## config.mk

```make
export PLATFORM = sky130hd
export DESIGN_NAME = uart_tx_arbiter
export DESIGN_NICKNAME = d
export VERILOG_FILES = /design/src/rtl/uart_tx_arbiter.sv
export SDC_FILE = /design/constraint.sdc
export NUM_CORES = 1
export LEC_CHECK = 0
export BUFFER_PORTS_ARGS = -buffer_cell sky130_fd_sc_hd__buf_2
export CORE_ASPECT_RATIO = 0.75
export CORE_UTILIZATION = 56
export CTS_BUF_LIST = sky130_fd_sc_hd__clkbuf_8 sky130_fd_sc_hd__clkbuf_16
export DETAILED_ROUTE_END_ITERATION = 10
export PLACE_DENSITY_LB_ADDON = 0.2
export RECOVER_POWER = 25
export SETUP_SLACK_MARGIN = 0.2
export SYNTH_ARGS = -nofsm -noshare
export SYNTH_HDL_FRONTEND = slang
export SYNTH_SLANG_ARGS = --single-unit
export TNS_END_PERCENT = 50
```

## constraint.sdc

```tcl
create_clock -name clk -period 2.2 [get_ports clk]
set_input_delay 0.66 -clock clk [delete_from_list [all_inputs] [get_ports clk]]
set_output_delay 0.66 -clock clk [all_outputs]
set_load 0.1 [all_outputs]
```

## src/rtl/uart_tx_arbiter.sv

```systemverilog
// uart_tx_arbiter: round-robin share of one uart_basic transmitter between a word requester (A) and a byte requester (B).
// Latency: a request seen with the FSM idle and the UART idle gives tx_start 3 cycles after the req edge; ack in the cycle after the last tx_busy fall is seen.
// Backpressure: one holding slot per requester; a req while its slot is pending or its frame is in flight is dropped and sets sticky overflow.
module uart_tx_arbiter #(
  parameter int WORD_BYTES   = 2,
  parameter int BUSY_TIMEOUT = 16
) (
  input  logic        clk,
  input  logic        reset,
  input  logic        a_req,
  input  logic [15:0] a_data,
  output logic        a_ack,
  input  logic        b_req,
  input  logic [7:0]  b_data,
  output logic        b_ack,
  input  logic        tx_busy,
  output logic        tx_start,
  output logic [7:0]  tx_data,
  output logic        active,
  output logic        overflow,
  output logic        timeout
);

  // Rise-wait counter only needs to reach BUSY_TIMEOUT-1.
  localparam int TO_W = (BUSY_TIMEOUT > 1) ? $clog2(BUSY_TIMEOUT) : 1;
  localparam logic [TO_W-1:0] TO_LAST = TO_W'(BUSY_TIMEOUT - 1);
  localparam logic [TO_W-1:0] TO_ONE  = TO_W'(1);
  localparam logic [1:0]      A_LEN   = 2'(WORD_BYTES);
  localparam logic [1:0]      B_LEN   = 2'd1;

  typedef enum logic [2:0] {
    S_IDLE,
    S_LOAD,
    S_START,
    S_WAIT_RISE,
    S_WAIT_FALL,
    S_DONE
  } state_t;

  state_t          state;
  logic            pend_a;
  logic            pend_b;
  logic [15:0]     a_hold_dat;
  logic [7:0]      b_hold_dat;
  logic            grant_b;        // frame owner: 0 = A, 1 = B
  logic            last_grant_b;   // owner of the most recently loaded frame
  logic [15:0]     shift_dat;      // current byte always sits in [7:0]
  logic [1:0]      byte_cnt;
  logic [TO_W-1:0] to_cnt;

  logic            in_frame;
  logic            a_blocked;
  logic            b_blocked;
  logic            a_take;
  logic            b_take;
  logic [1:0]      frame_len;
  logic            last_byte;
  logic            rise_expired;
  logic            byte_done;

  // A frame owns its requester from LOAD until the ack cycle; DONE is free so
  // a requester can re-arm in the same cycle its ack is seen.
  assign in_frame  = state inside {S_LOAD, S_START, S_WAIT_RISE, S_WAIT_FALL};
  assign a_blocked = pend_a | (in_frame & ~grant_b);
  assign b_blocked = pend_b | (in_frame &  grant_b);
  assign a_take    = a_req & ~a_blocked;
  assign b_take    = b_req & ~b_blocked;

  assign frame_len = grant_b ? B_LEN : A_LEN;
  assign last_byte = (byte_cnt + 2'd1) == frame_len;

  // A byte is finished when the UART drops busy, or when busy never showed up
  // within the timeout window (byte abandoned but counted as sent).
  assign rise_expired = (state == S_WAIT_RISE) && !tx_busy && (to_cnt == TO_LAST);
  assign byte_done    = rise_expired || ((state == S_WAIT_FALL) && !tx_busy);

  assign active = (state != S_IDLE);

  // Request latching into the 1-deep holding slots, overflow detection.
  always_ff @(posedge clk) begin
    if (reset) begin
      pend_a     <= 1'b0;
      pend_b     <= 1'b0;
      a_hold_dat <= '0;
      b_hold_dat <= '0;
      overflow   <= 1'b0;
    end else begin
      if (a_take) begin
        pend_a     <= 1'b1;
        a_hold_dat <= a_data;
      end else if ((state == S_LOAD) && !grant_b) begin
        pend_a <= 1'b0;
      end

      if (b_take) begin
        pend_b     <= 1'b1;
        b_hold_dat <= b_data;
      end else if ((state == S_LOAD) && grant_b) begin
        pend_b <= 1'b0;
      end

      if ((a_req && a_blocked) || (b_req && b_blocked)) begin
        overflow <= 1'b1;
      end
    end
  end

  // Arbitration and byte serialisation FSM with registered handshake outputs.
  always_ff @(posedge clk) begin
    if (reset) begin
      state        <= S_IDLE;
      grant_b      <= 1'b0;
      last_grant_b <= 1'b1;
      shift_dat    <= '0;
      byte_cnt     <= '0;
      to_cnt       <= '0;
      tx_start     <= 1'b0;
      tx_data      <= '0;
      a_ack        <= 1'b0;
      b_ack        <= 1'b0;
      timeout      <= 1'b0;
    end else begin
      tx_start <= 1'b0;
      a_ack    <= 1'b0;
      b_ack    <= 1'b0;

      case (state)
        S_IDLE: begin
          if (pend_a && pend_b) begin
            grant_b <= ~last_grant_b;
            state   <= S_LOAD;
          end else if (pend_a) begin
            grant_b <= 1'b0;
            state   <= S_LOAD;
          end else if (pend_b) begin
            grant_b <= 1'b1;
            state   <= S_LOAD;
          end
        end

        S_LOAD: begin
          shift_dat    <= grant_b ? {8'h00, b_hold_dat} : a_hold_dat;
          byte_cnt     <= '0;
          last_grant_b <= grant_b;
          state        <= S_START;
        end

        S_START: begin
          // Never hand a byte to a transmitter that is still busy.
          if (!tx_busy) begin
            tx_start <= 1'b1;
            tx_data  <= shift_dat[7:0];
            to_cnt   <= '0;
            state    <= S_WAIT_RISE;
          end
        end

        S_WAIT_RISE: begin
          if (tx_busy) begin
            state <= S_WAIT_FALL;
          end else if (rise_expired) begin
            timeout <= 1'b1;
          end else begin
            to_cnt <= to_cnt + TO_ONE;
          end
        end

        S_WAIT_FALL: begin
          // Byte advance on busy fall is handled below, shared with timeout.
        end

        S_DONE: begin
          state <= S_IDLE;
        end

        default: begin
          state <= S_IDLE;
        end
      endcase

      if (byte_done) begin
        byte_cnt  <= byte_cnt + 2'd1;
        shift_dat <= {8'h00, shift_dat[15:8]};
        if (last_byte) begin
          state <= S_DONE;
          if (grant_b) begin
            b_ack <= 1'b1;
          end else begin
            a_ack <= 1'b1;
          end
        end else begin
          state <= S_START;
        end
      end
    end
  end

endmodule
```

==> impl_results.md, run 1 <==
- Status: finished clean
- Worst path cell trace: nor3_4 -> inv_4 -> buf_12
- Final #Nets: 399
- Initial antenna violation count: 0
- Fin. Hold Viols: 0
- Pleak: 1.30 nW
- Clock period minus worst slack: 1.93 ns
- Max-Cap Viols: 0
- First-pass GRT wire length: 9760 µm
- Non-filler instance count after layout: 432
- Area of the multi-input gates: 1380 µm²
- Clock root cell: clkbuf_8
- Grt met1 use: 33.9%
- Internal: 2.45 mW
- Maximum VDD drop: 1250 µV
- Met2 usage: 31.1%
- Final WS setup: 0.270 ns
- Layout cells sized above 1: 21.2%
- Top delay family on crit path: flip-flops
- Drt first pass iters: 4
- Max Freq: 518 MHz
- Clk pwr share: 25.7%
- Post-DP Area: 3120 µm²
- Buf/Inv on CP: 2
- Clock tree buffer depth: 2
- Worst Skew: 0.00547 ns
- WP data required: 1.54 ns
- Latest clock arrival within the worst-skew pair: 0.34 ns
- Pin count of the biggest net entering global routing: 29
- RePlAce Congestion: 0.863
- Routed Antenna Nets: 0
- Switching pwr: 1.40 mW
- DRC viols: 0
- Crit path max fanout: 20
- Io pins: 43
- Height of the chip: 64.3 µm
- Filler cells: 439
- TNS Setup: 0 ns
- # H-tree levels: 3
- Asr flop ratio synth: 0%
- Core Box Area: 4930 µm²
- Post-Place Cells: 416
- TritonCTS clock tree: yes
- Logic pwr share: 34.2%
- Final worst-path cycle share: 87.7%
- RSZ-0062 raised after global routing: false
- Setup WS pre-CTS: 0.194 ns
- Initial Util: 58.8%
- Num rows: 22
- Setup CP Type: flop to primary output
- Cell count after synthesis: 327
- Net Sw Frac: 36.4%
- Routed len/inst: 13.9 µm
- Crit path capture type: primary output
- Final Max Tran Viols: 0
- Number of setup violations in the final report: 0
- Initial drt markers: 191
- Chip Width: 85.1 µm
- PortBufs: 42
- Yosys warnings: 0
- CTS clock-pin slew for the worst setup and hold paths: 0.06 ns
- Hold Crit Class: flop to flop
- Final Total Pwr: 3.86 mW
- Routed vias: 2405
- Sequential share of power: 40.1%
- Number of synthesized register bits: 66
- Number of synthesized flops with an enable pin: 0
- Yosys cell types: 51
- Least-Margin Pin Slew: 0.663 ns
- # clock sinks: 66
- GRT Total Usage: 23.1%
- TritonCTS buffer count: 9
- GRT overflow: 0
- Seq. cell area: 1330 µm²
- Syn Std Cell Area: 2900 µm²
- Antenna cells: 0
- Critical Path Max Stage Delay: 0.43 ns
- Mapped Nets: 357
- Avg Cell Area, Syn: 8.87 µm²
- Worst setup SP type: flop
- Met3 usage: 5.94%
- Max-Slew Margin vs Limit: 55.7%
- Hold Buf Count CTS: 0
- Grt peak-use layer: met1
- Most frequent cells in the layout: 63 x nand2_1, 63 x dfxtp_1, 41 x buf_2
- Die area: 5470 µm²
- WP data arrival: 1.27 ns
- PD cells: 1160 nW/µm²
- Design area: 3320 µm²
- Area Overhead vs Synth: 14.6%
- Vias in the first global route: 2042
- Hpwl dp: 4160 µm
- WL final: 5990 µm
- Crit-path slowest cell: dfxtp_2
- Seq/Total Area, Yosys: 45.6%
- Synth Flop Type: dfxtp_1
- DR vias/cell: 5.57
## sequential cells by signal, indices dropped and copies added, names as in the netlist
name          cells
shift_dat        16
tx_start          1
grant_b           1
pend_b            1
overflow          1
b_hold_dat        8
state             3
a_ack             1
a_hold_dat       16
to_cnt            4
tx_data           8
b_ack             1
last_grant_b      1
pend_a            1
byte_cnt          2
timeout           1
## final timing paths
| path | slack, ns | cells past startpoint | start | end |
|---|---|---|---|---|
| worst min register to register | 0.45 | 2 | tx_data[4] | tx_data[4] |
| worst max-delay path | 0.27 | 3 | state[1] | active |
| worst max register to register | 0.32 | 5 | state[1] | a_hold_dat[12] |
| worst min-delay path | 0.45 | 2 | tx_data[4] | tx_data[4] |
## stage by stage
step	utilization (%)	hold WS [ns]
final	67.4	0.451
after global routing	67.4	0.474
after CTS	67.6	0.454
after detailed placement	63.2	0.445
after global placement	63.2	0.441
after floorplan	-	0.432
## layout make-up
cell class	count	share of cell area [%]
Clock buffer	11	4.56
Clock inverter	3	1.21
Inverter	6	0.753
Multi-Input combinational cell	231	41.5
Sequential cell	66	40.0
Tap cell	60	2.26
Timing Repair Buffer	55	9.72
## worst min-delay path, cell delays in order (launching register included)
cell	delay, ns
dfxtp_1	0.31
nand2_1	0.05
a21oi_1	0.05
## synthesized netlist by cell type (5+ instances only)
cell	n	share of area (%)
a21oi_1	39	6.7
a221o_1	8	2.8
buf_2	5	0.86
buf_6	7	2.7
clkbuf_1	6	0.78
dfxtp_1	66	46
inv_1	5	0.65
mux2i_1	17	5.9
nand2_1	63	8.2
nand3b_1	12	3.1
nor2_1	26	3.4
nor3_1	10	1.7
o21ai_0	6	1.0
## cells by family (layout without fill, tap and decap cells)
logic type / count (synthesis) / count (layout) / synth area share [%]
adders and majority gates: 1 / 1 / 0.432
AOI/OAI and AO/OA: 73 / 73 / 17.3
and+or+nand+nor: 137 / 137 / 23.3
DFF: 66 / 66 / 45.6
xor gates and xnor gates: 3 / 3 / 0.907
buffers and inverters: 30 / 75 / 6.60
muxes: 17 / 17 / 5.87
## routing by layer
metal	wire [µm]	share of wire (%)
met1	3150	53
met2	2380	40
met3	368	6.1
met4	98	1.6
met5	0	0
## what timing repair did
action	in CTS	in global routing
endpoints found under the setup margin	1	1
resized for setup	5	0
setup buffers	2	0
pin swaps	1	1
## power groups by stage
stage,Combinational [mW],Sequential (mW),Clock (mW)
floorplan,1.05,1.53,0
global placement,1.25,1.57,0
detailed placement,1.27,1.58,0
CTS,1.34,1.54,1.02
global route,1.44,1.57,1.07
finish,1.32,1.55,0.991
Note: power is estimated with default switching activity, not from simulation.
==> run 2: changes to the inputs <==
CORE_UTILIZATION = 59   (was 56)
CTS_BUF_LIST = sky130_fd_sc_hd__clkbuf_8   (was sky130_fd_sc_hd__clkbuf_8 sky130_fd_sc_hd__clkbuf_16)
==> run 2 against run 1 <==
Net effect:
- via count is 0.71% higher
- register-to-register slack lost 0.08 ns
- first-iteration DRC count grew 58%
- total power rose by 4.1%
- die area is 4.9% lower
- worst hold slack improved by 0.0021 ns
- sequential power barely moved
- final cell count fell by 0.23%
==> impl_results.md, run 2 (synthesis gave the netlist of run 1 again) <==
- Status: finished clean
- Min Hold Slack: 0.453 ns (+0.00209 ns)
- RSZ-0062 raised after global routing: false
- Fin. Hold Viols: 0 (unchanged)
- Met3 usage: 6.47% (+0.53 points)
- Crit. Startpoint: state[0]
- PD cells: 1200 nW/µm² (+3.3%)
- Number of setup violations in the final report: 0 (unchanged)
- GRT Total Usage: 25.0% (+1.9 points)
- DRC viols: 0 (unchanged)
- Post-DP Area: 3110 µm² (-0.12%)
- Grt peak-use layer: met1
- Routed Antenna Nets: 0 (unchanged)
- Latest clock arrival within the worst-skew pair: 0.34 ns (about the same)
- Reg2reg end: b_hold_dat[2]
- Pin count of the biggest net entering global routing: 30 (+3.4%)
- Height of the chip: 62.7 µm (-2.5%)
- Chip Width: 82.9 µm (-2.5%)
- Core Box Area: 4600 µm² (-6.7%)
- Clock root cell: clkbuf_8
- TNS Setup: 0 ns (unchanged)
- Setup CP Type: flop to primary output
- Hpwl dp: 4110 µm (-1.1%)
- Final Max Tran Viols: 0 (unchanged)
- Design area: 3350 µm² (+0.79%)
- First-pass GRT wire length: 10500 µm (+7.4%)
- Io pins: 43 (unchanged)
- # H-tree levels: 3 (unchanged)
- Most frequent cells in the layout: 64 x dfxtp_1, 63 x nand2_1, 41 x buf_2
- Grt met1 use: 37.9% (+4.0 points)
- WL final: 6080 µm (+1.4%)
- CTS clock-pin slew for the worst setup and hold paths: 0.07 ns (about the same)
- Hold Crit Class: flop to flop
- Layout cells sized above 1: 21.7% (+0.42 points)
- Area Overhead vs Synth: 15.5%
- Clock period minus worst slack: 2.01 ns (+0.0792 ns)
- Least-Margin Pin Slew: 0.495 ns (-0.168 ns)
- Maximum VDD drop: 906 µV (-28%)
- Crit path capture type: primary output
- Drt first pass iters: 4 (unchanged)
- Reg2reg setup slack: 0.24 ns (-0.08 ns)
- Max-Cap Viols: 0 (unchanged)
- RePlAce Congestion: 0.864 (+0.15%)
- Initial Util: 63.0% (+4.2 points)
- Final #Nets: 399 (unchanged)
- Initial drt markers: 302 (+58%)
- Initial antenna violation count: 0 (unchanged)
- WP data required: 1.54 ns (about the same)
- Hold Buf Count CTS: 0 (unchanged)
- TritonCTS clock tree: yes
- Final core occ: 72.8% (+5.4 points)
- Worst setup SP type: flop
- Die area: 5200 µm² (-4.9%)
- Worst Skew: 0.00704 ns (+0.00157 ns)
- Max Freq: 498 MHz (-3.9%)
- Met2 usage: 33.9% (+2.8 points)
- TritonCTS buffer count: 9 (unchanged)
- Crit path max fanout: 13 (-35%)
- GRT overflow: 0 (unchanged)
- Commonest non-fill, non-tap cell in the layout: dfxtp_1
- Reg2Reg Depth: 5 (unchanged)
- Num rows: 21 (-4.5%)
- Worst setup endpoint: active
- RR Startpoint: state[0]
- WP data arrival: 1.35 ns (+0.08 ns)
- Max-Slew Margin vs Limit: 67.0% (+11 points)
- Antenna cells: 0 (unchanged)
- Filler cells: 374 (-15%)
- DR vias/cell: 5.62 (+0.94%)
- # clock sinks: 66 (unchanged)
- Routed vias: 2422 (+0.71%)
- Vias in the first global route: 2190 (+7.2%)
- Routed len/inst: 14.1 µm (+1.7%)
- Pleak: 1.31 nW (+0.51%)
- PortBufs: 42 (unchanged)
- Largest regs: a_hold_dat x16, shift_dat x16
- Clock tree buffer depth: 2 (unchanged)
- Final worst-path cycle share: 91.3% (+3.6 points)
==> run 2: worst min path at each step <==
stage,end,slack (ns),from,cells after the start
2_1_floorplan,tx_data[0],0.43,shift_dat[0],2
3_3_place_gp,tx_data[7],0.44,tx_data[7],2
3_5_place_dp,tx_data[7],0.44,tx_data[7],2
4_1_cts,tx_data[7],0.45,tx_data[7],2
5_1_grt,a_hold_dat[14],0.47,a_hold_dat[14],2
6_report,shift_dat[8],0.45,shift_dat[8],2
==> run 2: layout make-up <==
cell class	instances	area (µm²)	share of cell area (%)
Inverter	6	25.0	0.747
Tap cell	57	71.3	2.13
Clock inverter	6	90.1	2.69
Multi-Input combinational cell	231	1380	41.3
Timing Repair Buffer	55	317	9.45
Clock buffer	10	138	4.11
Sequential cell	66	1330	39.6
==> run 2: layer usage <==
metal / share of wire [%] / routed length (µm)
met5: 0 / 0
met4: 0.48 / 29
met3: 5.7 / 347
met2: 41 / 2520
met1: 52 / 3180
==> run 2: report_power, final <==
group	total [mW]	switching, mW	internal [mW]
clock network	1.13	0.464	0.670
registers	1.55	0.177	1.37
logic	1.34	0.816	0.519
total	4.01	1.46	2.56
==> run 2: per-stage QoR <==
stage / instances / worst slack [ns] / power [mW]
after floorplan: 327 / 0.402 / 2.58
after global placement: 413 / 0.192 / 2.83
after detailed placement: 413 / 0.166 / 2.86
after CTS: 431 / 0.210 / 4.03
after global routing: 431 / 0.105 / 4.24
final: 431 / 0.191 / 4.01
==> run 2: worst max-delay path, stage by stage (launching register included) <==
cell	delay (ns)
dfxtp_1	0.63
nor3_4	0.11
inv_4	0.10
buf_12	0.17
==> run 2: repair_timing <==
item                                    4_1_cts  5_1_grt
setup buffers                                 2        0
gates resized for setup                       4        0
pin swaps                                     1        1
endpoints found under the setup margin        1        1
==> run 3: changes to the inputs <==
SETUP_SLACK_MARGIN = 0.02   (was 0.2)
==> run 3 against run 2 <==
Net effect:
- worst hold slack better by 0.00055 ns
- non-clock buffer count down 1
- largest power group unchanged
- maximum frequency down 4.8%
- critical endpoint unchanged
- clock skew about the same
- die area unchanged
- sequential power about the same
- clock power about the same
- via count about the same
- combinational power down 3%
==> impl_results.md, run 3 (synthesis gave the netlist of run 1 again) <==
- Final Max Tran Viols: 0 (unchanged)
- Clock period minus worst slack: 2.11 ns (+0.101 ns)
- Hold Path Cell Cnt: 2 (unchanged)
- RePlAce Congestion: 0.864 (unchanged)
- Final WS setup: 0.0904 ns (-0.101 ns)
- Max-Cap Viols: 0 (unchanged)
- TritonCTS buffer count: 9 (unchanged)
- Max-Slew Margin vs Limit: 56.0% (-11 points)
- Met3 Routed Length: 350 µm (+0.86%)
- Worst path cell trace: nor3_4 -> inv_4 -> buf_12
- Hold endpoint: shift_dat[8]
- Height of the chip: 62.7 µm (unchanged)
- TNS Setup: 0 ns (unchanged)
- WL final: 6010 µm (-1.0%)
- Crit path capture type: primary output
- Wl on met1: 3130 µm (-1.5%)
- WL met2: 2500 µm (-0.67%)
- Pleak: 1.29 nW (-1.6%)
- Routed len/inst: 14.0 µm (-0.79%)
- Hold Startpoint: shift_dat[8]
- Worst Skew: 0.00696 ns (-0.0000818 ns)
- Initial drt markers: 269 (-11%)
- Chip Width: 82.9 µm (unchanged)
- Pin count of the biggest net entering global routing: 30 (unchanged)
- Most frequent cells in the layout: 65 x dfxtp_1, 63 x nand2_1, 39 x a21oi_1
- TritonCTS clock tree: yes
- # H-tree levels: 3 (unchanged)
- PD cells: 1200 nW/µm² (-0.16%)
- Fin. Hold Viols: 0 (unchanged)
- Non-filler instance count after layout: 430 (-0.23%)
- Reg2Reg Depth: 5 (unchanged)
- # clock sinks: 66 (unchanged)
- Commonest non-fill, non-tap cell in the layout: dfxtp_1
- Maximum VDD drop: 905 µV (about the same)
- Num rows: 21 (unchanged)
- Least-Margin Pin Slew: 0.659 ns (+0.164 ns)
- GRT overflow: 0 (unchanged)
- Setup CP Type: flop to primary output
- GRT Total Usage: 24.7% (-0.32 points)
- Number of setup violations in the final report: 0 (unchanged)
- Clock root cell: clkbuf_8
- Setup WS pre-CTS: 0.166 ns (unchanged)
- Reg2reg setup slack: 0.21 ns (-0.03 ns)
- Critical Path Max Stage Delay: 0.75 ns (+0.12 ns)
- Drt first pass iters: 4 (unchanged)
- Final Total Pwr: 3.99 mW (-0.65%)
- Post-Place Cells: 413 (unchanged)
- Core Box Area: 4600 µm² (unchanged)
- Max Freq: 474 MHz (-4.8%)
- Final worst-path cycle share: 95.9% (+4.6 points)
- Post-DP Area: 3110 µm² (unchanged)
- DRC viols: 0 (unchanged)
- Latest clock arrival within the worst-skew pair: 0.33 ns (about the same)
- Hpwl dp: 4110 µm (unchanged)
- Area Overhead vs Synth: 14.9%
- DR vias/cell: 5.63 (+0.19%)
- PortBufs: 42 (unchanged)
- Antenna cells: 0 (unchanged)
- RR Startpoint: state[1]
- Initial Util: 63.0% (unchanged)
- Crit-path slowest cell: dfxtp_1
- Io pins: 43 (unchanged)
- Min Hold Slack: 0.454 ns (+0.000550 ns)
- Max Used Layer: met4
- Routed vias: 2421 (-0.041%)
- Die area: 5200 µm² (unchanged)
- Largest regs: a_hold_dat x16, shift_dat x16
- Hold Crit Class: flop to flop
- Routed Antenna Nets: 0 (unchanged)
- Layout cells sized above 1: 20.6% (-1.0 points)
- Initial antenna violation count: 0 (unchanged)
- Status: finished clean
- Hold Buf Count CTS: 0 (unchanged)
- WP data required: 1.54 ns (about the same)
- Worst setup SP type: flop
- Vias in the first global route: 2167 (-1.1%)
- First-pass GRT wire length: 10400 µm (-1.1%)
- Crit path max fanout: 20 (+7)
- Design area: 3330 µm² (-0.49%)
- RSZ-0062 raised after global routing: false
- WP data arrival: 1.45 ns (+0.10 ns)
- CTS clock-pin slew for the worst setup and hold paths: 0.07 ns (about the same)
- Clock tree buffer depth: 2 (unchanged)
- Final #Nets: 398 (-0.25%)
- Reg2reg end: b_hold_dat[2]
- Final core occ: 72.5% (-0.35 points)
-- run 3: worst max path at each step --
stage	startpoint	endpoint	slack [ns]	cells past startpoint
6_report	state[1]	active	0.09	3
5_1_grt	state[1]	active	0.02	3
4_1_cts	state[2]	active	0.09	4
3_5_place_dp	tx_busy	b_ack	0.17	5
3_3_place_gp	tx_busy	b_ack	0.19	5
2_1_floorplan	state[0]	b_hold_dat[0]	0.40	7
-- run 3: worst max-delay path: cells and delay by family, from the launching register on --
| kind | cells | cell delay (ns) |
|---|---|---|
| flip-flops | 1 | 0.75 |
| buffers and inverters | 2 | 0.27 |
| AND/OR/NAND/NOR | 1 | 0.09 |
-- run 3: where the power goes --
group / switching [mW] / total, mW / internal (mW)
Combinational: 0.795 / 1.30 / 0.504
Clock: 0.463 / 1.13 / 0.670
Sequential: 0.193 / 1.56 / 1.36
-- run 3: final cells by class --
class,count,area (µm²)
multi-input cells,231,1380
flip-flops and latches,66,1320
fillers,374,1270
repair buffers,54,304
clock buffers,10,138
clock inverters,6,90.1
well taps,57,71.3
inverters,6,25.0
-- run 3: timing repair --
item | CTS | global route
resized for setup | 0 | 1
cloned | 0 | 0
endpoints found under the setup margin | 1 | 1
pin swaps | 1 | 0
buffers inserted | 1 | 0
-- run 3: metal layers --
| metal | track usage (%) | vias to the layer above |
|---|---|---|
| met5 | 0 | - |
| met3 | 6.47 | 2 |
| li1 | - | 1234 |
| met1 | 37.2 | 1101 |
| met4 | 8.84 | 0 |
| met2 | 33.6 | 84 |
